$ cat config.mk
export PLATFORM = sky130hd
export DESIGN_NAME = tlc_lamp_monitor
export DESIGN_NICKNAME = d
export VERILOG_FILES = /design/src/rtl/tlc_lamp_monitor.sv
export SDC_FILE = /design/constraint.sdc
export NUM_CORES = 1
export LEC_CHECK = 0
export CAP_MARGIN = 20
export CORE_MARGIN = 2
export CORE_UTILIZATION = 43
export DETAILED_ROUTE_END_ITERATION = 10
export PLACE_DENSITY = 0.69
export SYNTH_ARGS = -nofsm -noshare
export SYNTH_HDL_FRONTEND = slang
export SYNTH_SLANG_ARGS = --single-unit
$ cat constraint.sdc
create_clock -name CK -period 3.47 [get_ports CK]
set_input_delay 0.694 -clock CK [delete_from_list [all_inputs] [get_ports CK]]
set_output_delay 0.694 -clock CK [all_outputs]
set_load 0.1 [all_outputs]
$ cat src/rtl/tlc_lamp_monitor.sv
// Lamp-side safety monitor for a two-road traffic-light controller: decodes each road's phase,
// flags encoding/safety/ordering/short-yellow faults and reports combined-phase dwell times.
module tlc_lamp_monitor #(
  parameter int unsigned CNT_W   = 8,
  parameter int unsigned YLW_MIN = 2
) (
  input  logic             CK,
  input  logic             CLR,
  input  logic             GRN1,
  input  logic             YLW1,
  input  logic             RED1,
  input  logic             GRN2,
  input  logic             YLW2,
  input  logic             RED2,
  output logic [1:0]       PH1,
  output logic [1:0]       PH2,
  output logic             CHG,
  output logic [CNT_W-1:0] DWELL,
  output logic             ERR_LAMP,
  output logic             ERR_SAFE,
  output logic             ERR_SEQ,
  output logic             ERR_YLW,
  output logic [7:0]       ERR_CNT
);

  localparam logic [1:0]       PhInv  = 2'b00;
  localparam logic [1:0]       PhGrn  = 2'b01;
  localparam logic [1:0]       PhYlw  = 2'b10;
  localparam logic [1:0]       PhRed  = 2'b11;
  localparam logic [CNT_W-1:0] CntMax = '1;
  localparam logic [CNT_W-1:0] CntOne = CNT_W'(1);
  localparam logic [CNT_W-1:0] YlwMin = CNT_W'(YLW_MIN);

  function automatic logic [1:0] decode(input logic [2:0] gyr);
    case (gyr)
      3'b100:  return PhGrn;
      3'b010:  return PhYlw;
      3'b001:  return PhRed;
      default: return PhInv;
    endcase
  endfunction

  function automatic logic legal_step(input logic [1:0] from, input logic [1:0] to);
    return (to == from) || (from == PhGrn && to == PhYlw) ||
           (from == PhYlw && to == PhRed) || (from == PhRed && to == PhGrn);
  endfunction

  function automatic logic [CNT_W-1:0] sat_inc(input logic [CNT_W-1:0] v);
    return (v == CntMax) ? v : v + CntOne;
  endfunction

  // Stage 1: raw lamp capture; vld_q marks that lamp_q holds a real sample since reset.
  logic [5:0]            lamp_q;
  logic                  vld_q;
  logic [1:0][2:0]       road_lamps;

  // Stage 2 state: index 0 is road 1, index 1 is road 2.
  logic [1:0][1:0]       ph_q, ph_d;
  logic [1:0][CNT_W-1:0] cnt_q, cnt_d;
  logic [CNT_W-1:0]      comb_cnt_q, comb_cnt_d;
  logic [CNT_W-1:0]      dwell_q, dwell_d;
  logic                  chg_q, chg_d;
  logic                  err_lamp_q, err_safe_q, err_seq_q, err_ylw_q;
  logic [7:0]            err_cnt_q, err_cnt_d;
  logic                  ev_lamp, ev_safe, ev_seq, ev_ylw, ev_any;

  assign road_lamps = {lamp_q[2:0], lamp_q[5:3]};

  always_comb begin
    ph_d    = '0;
    cnt_d   = '0;
    ev_lamp = 1'b0;
    ev_seq  = 1'b0;
    ev_ylw  = 1'b0;
    for (int r = 0; r < 2; r++) begin
      ph_d[r] = vld_q ? decode(road_lamps[r]) : PhInv;
      if (vld_q && ph_d[r] == PhInv) ev_lamp = 1'b1;
      // A road is armed once its registered phase is valid; 00 on either side is never checked.
      if (ph_q[r] != PhInv && ph_d[r] != PhInv && !legal_step(ph_q[r], ph_d[r])) ev_seq = 1'b1;
      if (ph_q[r] == PhYlw && ph_d[r] == PhRed && cnt_q[r] < YlwMin) ev_ylw = 1'b1;
      cnt_d[r] = (ph_d[r] != ph_q[r]) ? CntOne : sat_inc(cnt_q[r]);
    end
    ev_safe = (ph_d[0] != PhInv) && (ph_d[1] != PhInv) &&
              (ph_d[0] != PhRed) && (ph_d[1] != PhRed);
    ev_any  = ev_lamp | ev_safe | ev_seq | ev_ylw;

    chg_d      = (ph_d != ph_q);
    comb_cnt_d = chg_d ? CntOne : sat_inc(comb_cnt_q);
    dwell_d    = chg_d ? comb_cnt_q : dwell_q;
    err_cnt_d  = (ev_any && err_cnt_q != 8'hFF) ? err_cnt_q + 8'd1 : err_cnt_q;
  end

  always_ff @(posedge CK) begin
    if (CLR) begin
      lamp_q     <= '0;
      vld_q      <= 1'b0;
      ph_q       <= '0;
      cnt_q      <= '0;
      comb_cnt_q <= '0;
      dwell_q    <= '0;
      chg_q      <= 1'b0;
      err_lamp_q <= 1'b0;
      err_safe_q <= 1'b0;
      err_seq_q  <= 1'b0;
      err_ylw_q  <= 1'b0;
      err_cnt_q  <= '0;
    end else begin
      lamp_q     <= {GRN1, YLW1, RED1, GRN2, YLW2, RED2};
      vld_q      <= 1'b1;
      ph_q       <= ph_d;
      cnt_q      <= cnt_d;
      comb_cnt_q <= comb_cnt_d;
      dwell_q    <= dwell_d;
      chg_q      <= chg_d;
      err_lamp_q <= err_lamp_q | ev_lamp;
      err_safe_q <= err_safe_q | ev_safe;
      err_seq_q  <= err_seq_q | ev_seq;
      err_ylw_q  <= err_ylw_q | ev_ylw;
      err_cnt_q  <= err_cnt_d;
    end
  end

  assign PH1      = ph_q[0];
  assign PH2      = ph_q[1];
  assign CHG      = chg_q;
  assign DWELL    = dwell_q;
  assign ERR_LAMP = err_lamp_q;
  assign ERR_SAFE = err_safe_q;
  assign ERR_SEQ  = err_seq_q;
  assign ERR_YLW  = err_ylw_q;
  assign ERR_CNT  = err_cnt_q;

endmodule
==> results.yml, run 1 <==
floorplanning:
  die_width_microns: 82.0
  io_pins: 33
  core_area_sq_um: 5890
  start_util: 0.444
  die_h_microns: 82.0
  num_rows: 28
  dieArea_sq_um: 6720
critical_path:
  critPathKind: "flip-flop to output pin"
  worst_setup_path_end_kind: "output pin"
  cp_max_fo: 6
  cpPeakStageDelay_ns: 1.17
  path_depth: 1
  worstSetupStartpointType: "flip-flop"
  cp_num_buf_inv: 1
  required_ns: 2.78
  crit_family: "buffers and inverters"
  r2r_cells: 6
  cpMaxStageDelayCell: "clkdlybuf4s50_1"
  path_cells: "clkdlybuf4s50_1"
  cp.arrival_ns: 1.91
power:
  clkPwrFrac: 0.382
  p_sw_frac: 0.260
  power.share.sequential: 0.472
  total_power_mw: 1.48
  p_switching_uw: 385
  p_leak_nw: 1.13
  ir_drop_mv: 0.244
  power_frac_comb: 0.145
  internal-power_mw: 1.10
  power.density_nw_per_um2: 476
cts:
  htreeDepth: 2
  clk_pin_slew_ns: 0.09
  numCtsBuffers: 5
  root_buffer: "clkbuf_8"
  ctsHoldBuffers: 0
  cts_tree: "built"
  clk_path_buf_depth: 2
  cts_sinks: 56
  cts_setup_buffers: 0
  cts_resized: 0
  clk_latency_ns: 0.31
final_layout:
  n_antenna_cell: 0
  nNetsFinal: 329
  syn_to_final_growth_pct: 18.9
  drive_gt1_frac: 0.0849
sta:
  clock.fmax_mhz: 384
  setup_viol: 0
  slew_headroom: 0.345
  fin_crit_ns: 2.61
  finalSetupTns_ns: 0
  maxSlewViolCount: 0
  hold_viol_final: 0
  period_share: 0.751
  worst_slew_pin_slew_ns: 0.980
  rsz0062_at_grt: "false"
  clock-skew-final_ns: 0.00843
synth:
  synth.avg_cell_area_sq_um: 9.02
  synth_edf_count: 0
  ys.flop_type: "dfxtp_1"
  synth.distinct_cells: 53
  async_reset_ff_frac: 0
  ys_seq_area_frac: 0.429
  syn-cell-area_sq_um: 2620
  yosysWarnings: 0
  synth_seq_cells: 56
  synthCells: 290
  syn-num-nets: 302
placement:
  io_buffers: 32
  hpwl_microns: 3520
  place.gp.congestion: 0.782
detailed_routing:
  dr_wl_met3_microns: 207
  ant_nets: 0
  post_drt_wl_per_cell_microns: 12.6
  vias: 2057
  drcViolationCount: 0
  wl_microns: 4970
  highest_layer: "met4"
  wl_met2_microns: 2180
  drt-pass1-iter-count: 4
  viasPerCell: 5.23
  wl_met1_microns: 2540
  drt-initial-drc-count: 95
global_route:
  grt_first_pass_wirelength_microns: 8600
  antenna_found_initial: 0
  grtUsageTotal: 0.165
  grt-ovfl-total: 0
  first_global_vias: 1876
  grt_max_degree: 25
worst_hold_path:
  hold_path_depth: 2
  hp-class: "flip-flop to flip-flop"
flow_run:
  maxCapViolCount: 0
run_status:
  status: "complete, no violations"
[flip-flops by register name, summed over array words and instances, names as in the netlist, 2 cells and up]
signal      count
DWELL           8
ERR_CNT         8
PH1             2
PH2             2
cnt_q          16
comb_cnt_q      8
lamp_q          6
[final cells by class]
type | instances | area, sq um
multi-input combinational | 216 | 1400
sequential | 56 | 1120
clock inverter | 3 | 90.1
timing repair buffer | 33 | 315
tap | 75 | 93.8
clock buffer | 5 | 68.8
fill | 560 | 2780
inverter | 5 | 18.8
[final timing paths]
path,endpoint,slack [ns],from
hold reg to reg,ERR_SEQ,0.45,ERR_SEQ
setup / recovery,ERR_CNT[3],0.86,ERR_CNT[3]
setup reg to reg,ERR_CNT[0],0.95,lamp_q[1]
hold / removal,ERR_SEQ,0.45,ERR_SEQ
[metrics by stage]
step	cell area [sq um]	setup WS, ns	cells	util	hold slack, ns
2_1_floorplan	2620	0.899	290	-	0.465
3_3_place_gp	2950	0.974	385	0.501	0.449
3_5_place_dp	2950	0.958	385	0.501	0.444
4_1_cts	3110	0.862	393	0.528	0.457
5_1_grt	3110	0.700	393	0.528	0.482
6_report	3110	0.863	393	0.528	0.450
[kinds of logic (layout without fill, tap and decap cells)]
group / count (synthesis) / after routing / synth area share
simple gates: 143 / 143 / 0.302
flops: 56 / 56 / 0.429
compound gates: 44 / 44 / 0.123
xor+xnor: 18 / 18 / 0.0603
buf+inv: 18 / 46 / 0.0354
mux: 7 / 7 / 0.0311
fa+ha+maj: 4 / 4 / 0.0191
[tightest hold or removal path: stages (launching register included)]
cell and delay (ns):
dfxtp_1 0.32, inv_1 0.05, a21oi_1 0.05
[Yosys cell counts, types with 3 or more instances]
cell type / instances / area share
xnor2_1: 9 / 0.030
nor4_1: 3 / 0.0072
nand3_1: 12 / 0.023
dfxtp_1: 56 / 0.43
mux2i_1: 4 / 0.015
or3_1: 4 / 0.0096
nor2b_1: 14 / 0.033
a21oi_1: 10 / 0.019
a22o_1: 9 / 0.030
buf_2: 5 / 0.0096
o21ai_0: 9 / 0.017
nor2_1: 39 / 0.056
xor2_1: 9 / 0.030
nand2_1: 18 / 0.026
nand4_1: 9 / 0.022
and4b_1: 3 / 0.011
nor3b_1: 3 / 0.0086
and4_1: 3 / 0.010
clkbuf_1: 5 / 0.0072
ha_1: 4 / 0.019
nor3_1: 15 / 0.029
a211oi_1: 3 / 0.0086
inv_1: 4 / 0.0057
[power by group through the flow]
stage	Combinational, mW	Clock [mW]	Sequential [mW]
2_1_floorplan	0.108	0	0.775
3_3_place_gp	0.215	0	0.714
3_5_place_dp	0.217	0	0.714
4_1_cts	0.218	0.579	0.699
5_1_grt	0.233	0.607	0.705
6_report	0.216	0.566	0.700
[layer usage]
metal,GRT usage,up-vias
li1,-,1087
met1,0.226,926
met2,0.250,42
met3,0.0505,2
met4,0.0500,0
met5,0,-
[cell usage in the layout, fill, tap and decap left out, drive strengths merged, types with 4 or more instances in the layout]
cell type      instances
nor3                  15
nand2                 18
nand4                  9
nor3b                  4
mux2i                  4
xnor2                  9
or3                    4
o21ai                 11
a21oi                 10
ha                     4
nand3                 12
xor2                   9
nor2                  41
clkbuf                 5
clkdlybuf4s50         27
dfxtp                 56
a22o                   9
nor2b                 14
buf                    6
inv                    4
No activity file was read; power rests on OpenSTA's default activity.
==> run 2: changes to the inputs <==
Clock period 3.47 ns to 2.5 ns, I/O delays scaled along.
==> run 2 against run 1 <==
Combinational power is 38% higher; wire length is 2.6% lower; global-route usage is 0.96 points lower; worst hold slack better by 0.029 ns; sequential power is 39% higher; critical endpoint is now ERR_CNT[0]; largest cell class unchanged; largest power group unchanged.
==> results.yml, run 2 (synthesis results as in run 1) <==
cts:
  cts_setup_buffers: 0
  cts_sinks: 56
  htreeDepth: 2
  clk_path_buf_depth: 2
  root_buffer: "clkbuf_8"
  clk_latency_ns: 0.31
  ctsHoldBuffers: 0
  cts_tree: "built"
  clk_pin_slew_ns: 0.10
  numCtsBuffers: 5
  cts_resized: 0
final_layout:
  fillers: 571
  fin_area_sq_um: 3010
  final_util: 0.511
  multi_input_area_sq_um: 1400
  nNetsFinal: 331
  drive_gt1_frac: 0.163
  syn_to_final_growth_pct: 15.1
  n_antenna_cell: 0
  finalNonFillerCells: 395
  largest-register: "cnt_q"
  layout_common_cells: "53 x dfxtp_1, 39 x nor2_1, 28 x buf_4"
  largest_reg_flops: 16
  final_common_cell: "dfxtp_1"
  regArea_sq_um: 1120
detailed_routing:
  drcViolationCount: 0
  post_drt_wl_per_cell_microns: 12.2
  vias: 2073
  ant_nets: 0
  viasPerCell: 5.25
  drt-pass1-iter-count: 4
  drt-initial-drc-count: 73
  wl_microns: 4840
critical_path:
  critPathLaunch: "lamp_q[2]"
  cp.arrival_ns: 2.39
  r2r_cells: 6
  cp_max_fo: 9
  critPathKind: "flip-flop to flip-flop"
  r2r-start: "lamp_q[2]"
  worstSetupStartpointType: "flip-flop"
  required_ns: 2.71
  worst_setup_path_end_kind: "flip-flop"
sta:
  setup_viol: 0
  maxSlewViolCount: 0
  finalSetupTns_ns: 0
  rsz0062_at_grt: "false"
  slew_headroom: 0.652
  hold_viol_final: 0
  worst_slew_pin_slew_ns: 0.518
  period_share: 0.870
  clock.fmax_mhz: 460
  fin_crit_ns: 2.18
  clock-skew-final_ns: 0.00920
global_route:
  grtUsageTotal: 0.156
  grt-ovfl-total: 0
  grt_first_pass_wirelength_microns: 8040
  grt_max_degree: 24
  first_global_vias: 1799
  antenna_found_initial: 0
floorplanning:
  die_width_microns: 82.0
  core_area_sq_um: 5890
  start_util: 0.444
  io_pins: 33
  dieArea_sq_um: 6720
  num_rows: 28
  die_h_microns: 82.0
power:
  p_leak_nw: 1.15
  ir_drop_mv: 0.305
  power.density_nw_per_um2: 589
worst_hold_path:
  hold_path_depth: 2
  hold_start: "ERR_SEQ"
  hp-class: "flip-flop to flip-flop"
flow_run:
  maxCapViolCount: 0
placement:
  placed_area_sq_um: 2920
  io_buffers: 32
  place.gp.congestion: 0.820
  placed_cells: 387
  hpwl_microns: 3490
run_status:
  status: "complete, no violations"
run 2: cell types whose count changed in the layout (fill, tap and decap cells not counted):
cell             delta
clkinv_4            +1
inv_6               +1
dfxtp_1             -3
buf_4              +22
dfxtp_2             +3
clkinv_2            +1
clkdlybuf4s50_1    -20
bufinv_16           -3
run 2: worst paths after layout:
kind | endpoint | slack [ns]
worst max-delay path | ERR_CNT[0] | 0.32
worst min-delay path | ERR_SEQ | 0.48
worst max register to register | ERR_CNT[0] | 0.32
worst min register to register | ERR_SEQ | 0.48
run 2: report_power, final:
group,switching (mW),internal (mW)
sequential,0.0450,0.925
clock,0.303,0.202
combinational,0.202,0.0958
run 2: layer usage:
metal,global-route usage,share of wire
met2,0.233,0.44
met4,0.0583,0.014
met5,0,0
met3,0.0374,0.041
met1,0.217,0.51
run 2: worst max-delay path: stages, from the launching register on:
cell and delay, ns:
dfxtp_1 0.53, nor3b_1 0.13, a22o_1 0.24, a222oi_1 0.32, nor4b_4 0.39, nor2b_1 0.14, mux2_1 0.32
run 2: cell type report:
cell class / instances / share of cell area
Multi-Input combinational cell: 216 / 0.466
Sequential cell: 56 / 0.374
Timing Repair Buffer: 35 / 0.0931
Tap cell: 75 / 0.0312
Clock buffer: 5 / 0.0229
Clock inverter: 3 / 0.00748
Inverter: 5 / 0.00623
run 2: stage by stage:
stage          total power, mW  setup slack (ns)  hold slack, ns
3_5_place_dp              1.29             0.341           0.466
2_1_floorplan             1.23            0.0203           0.465
3_3_place_gp              1.29             0.380           0.463
5_1_grt                   1.85             0.109           0.509
6_report                  1.77             0.324           0.479
4_1_cts                   1.79             0.332           0.488
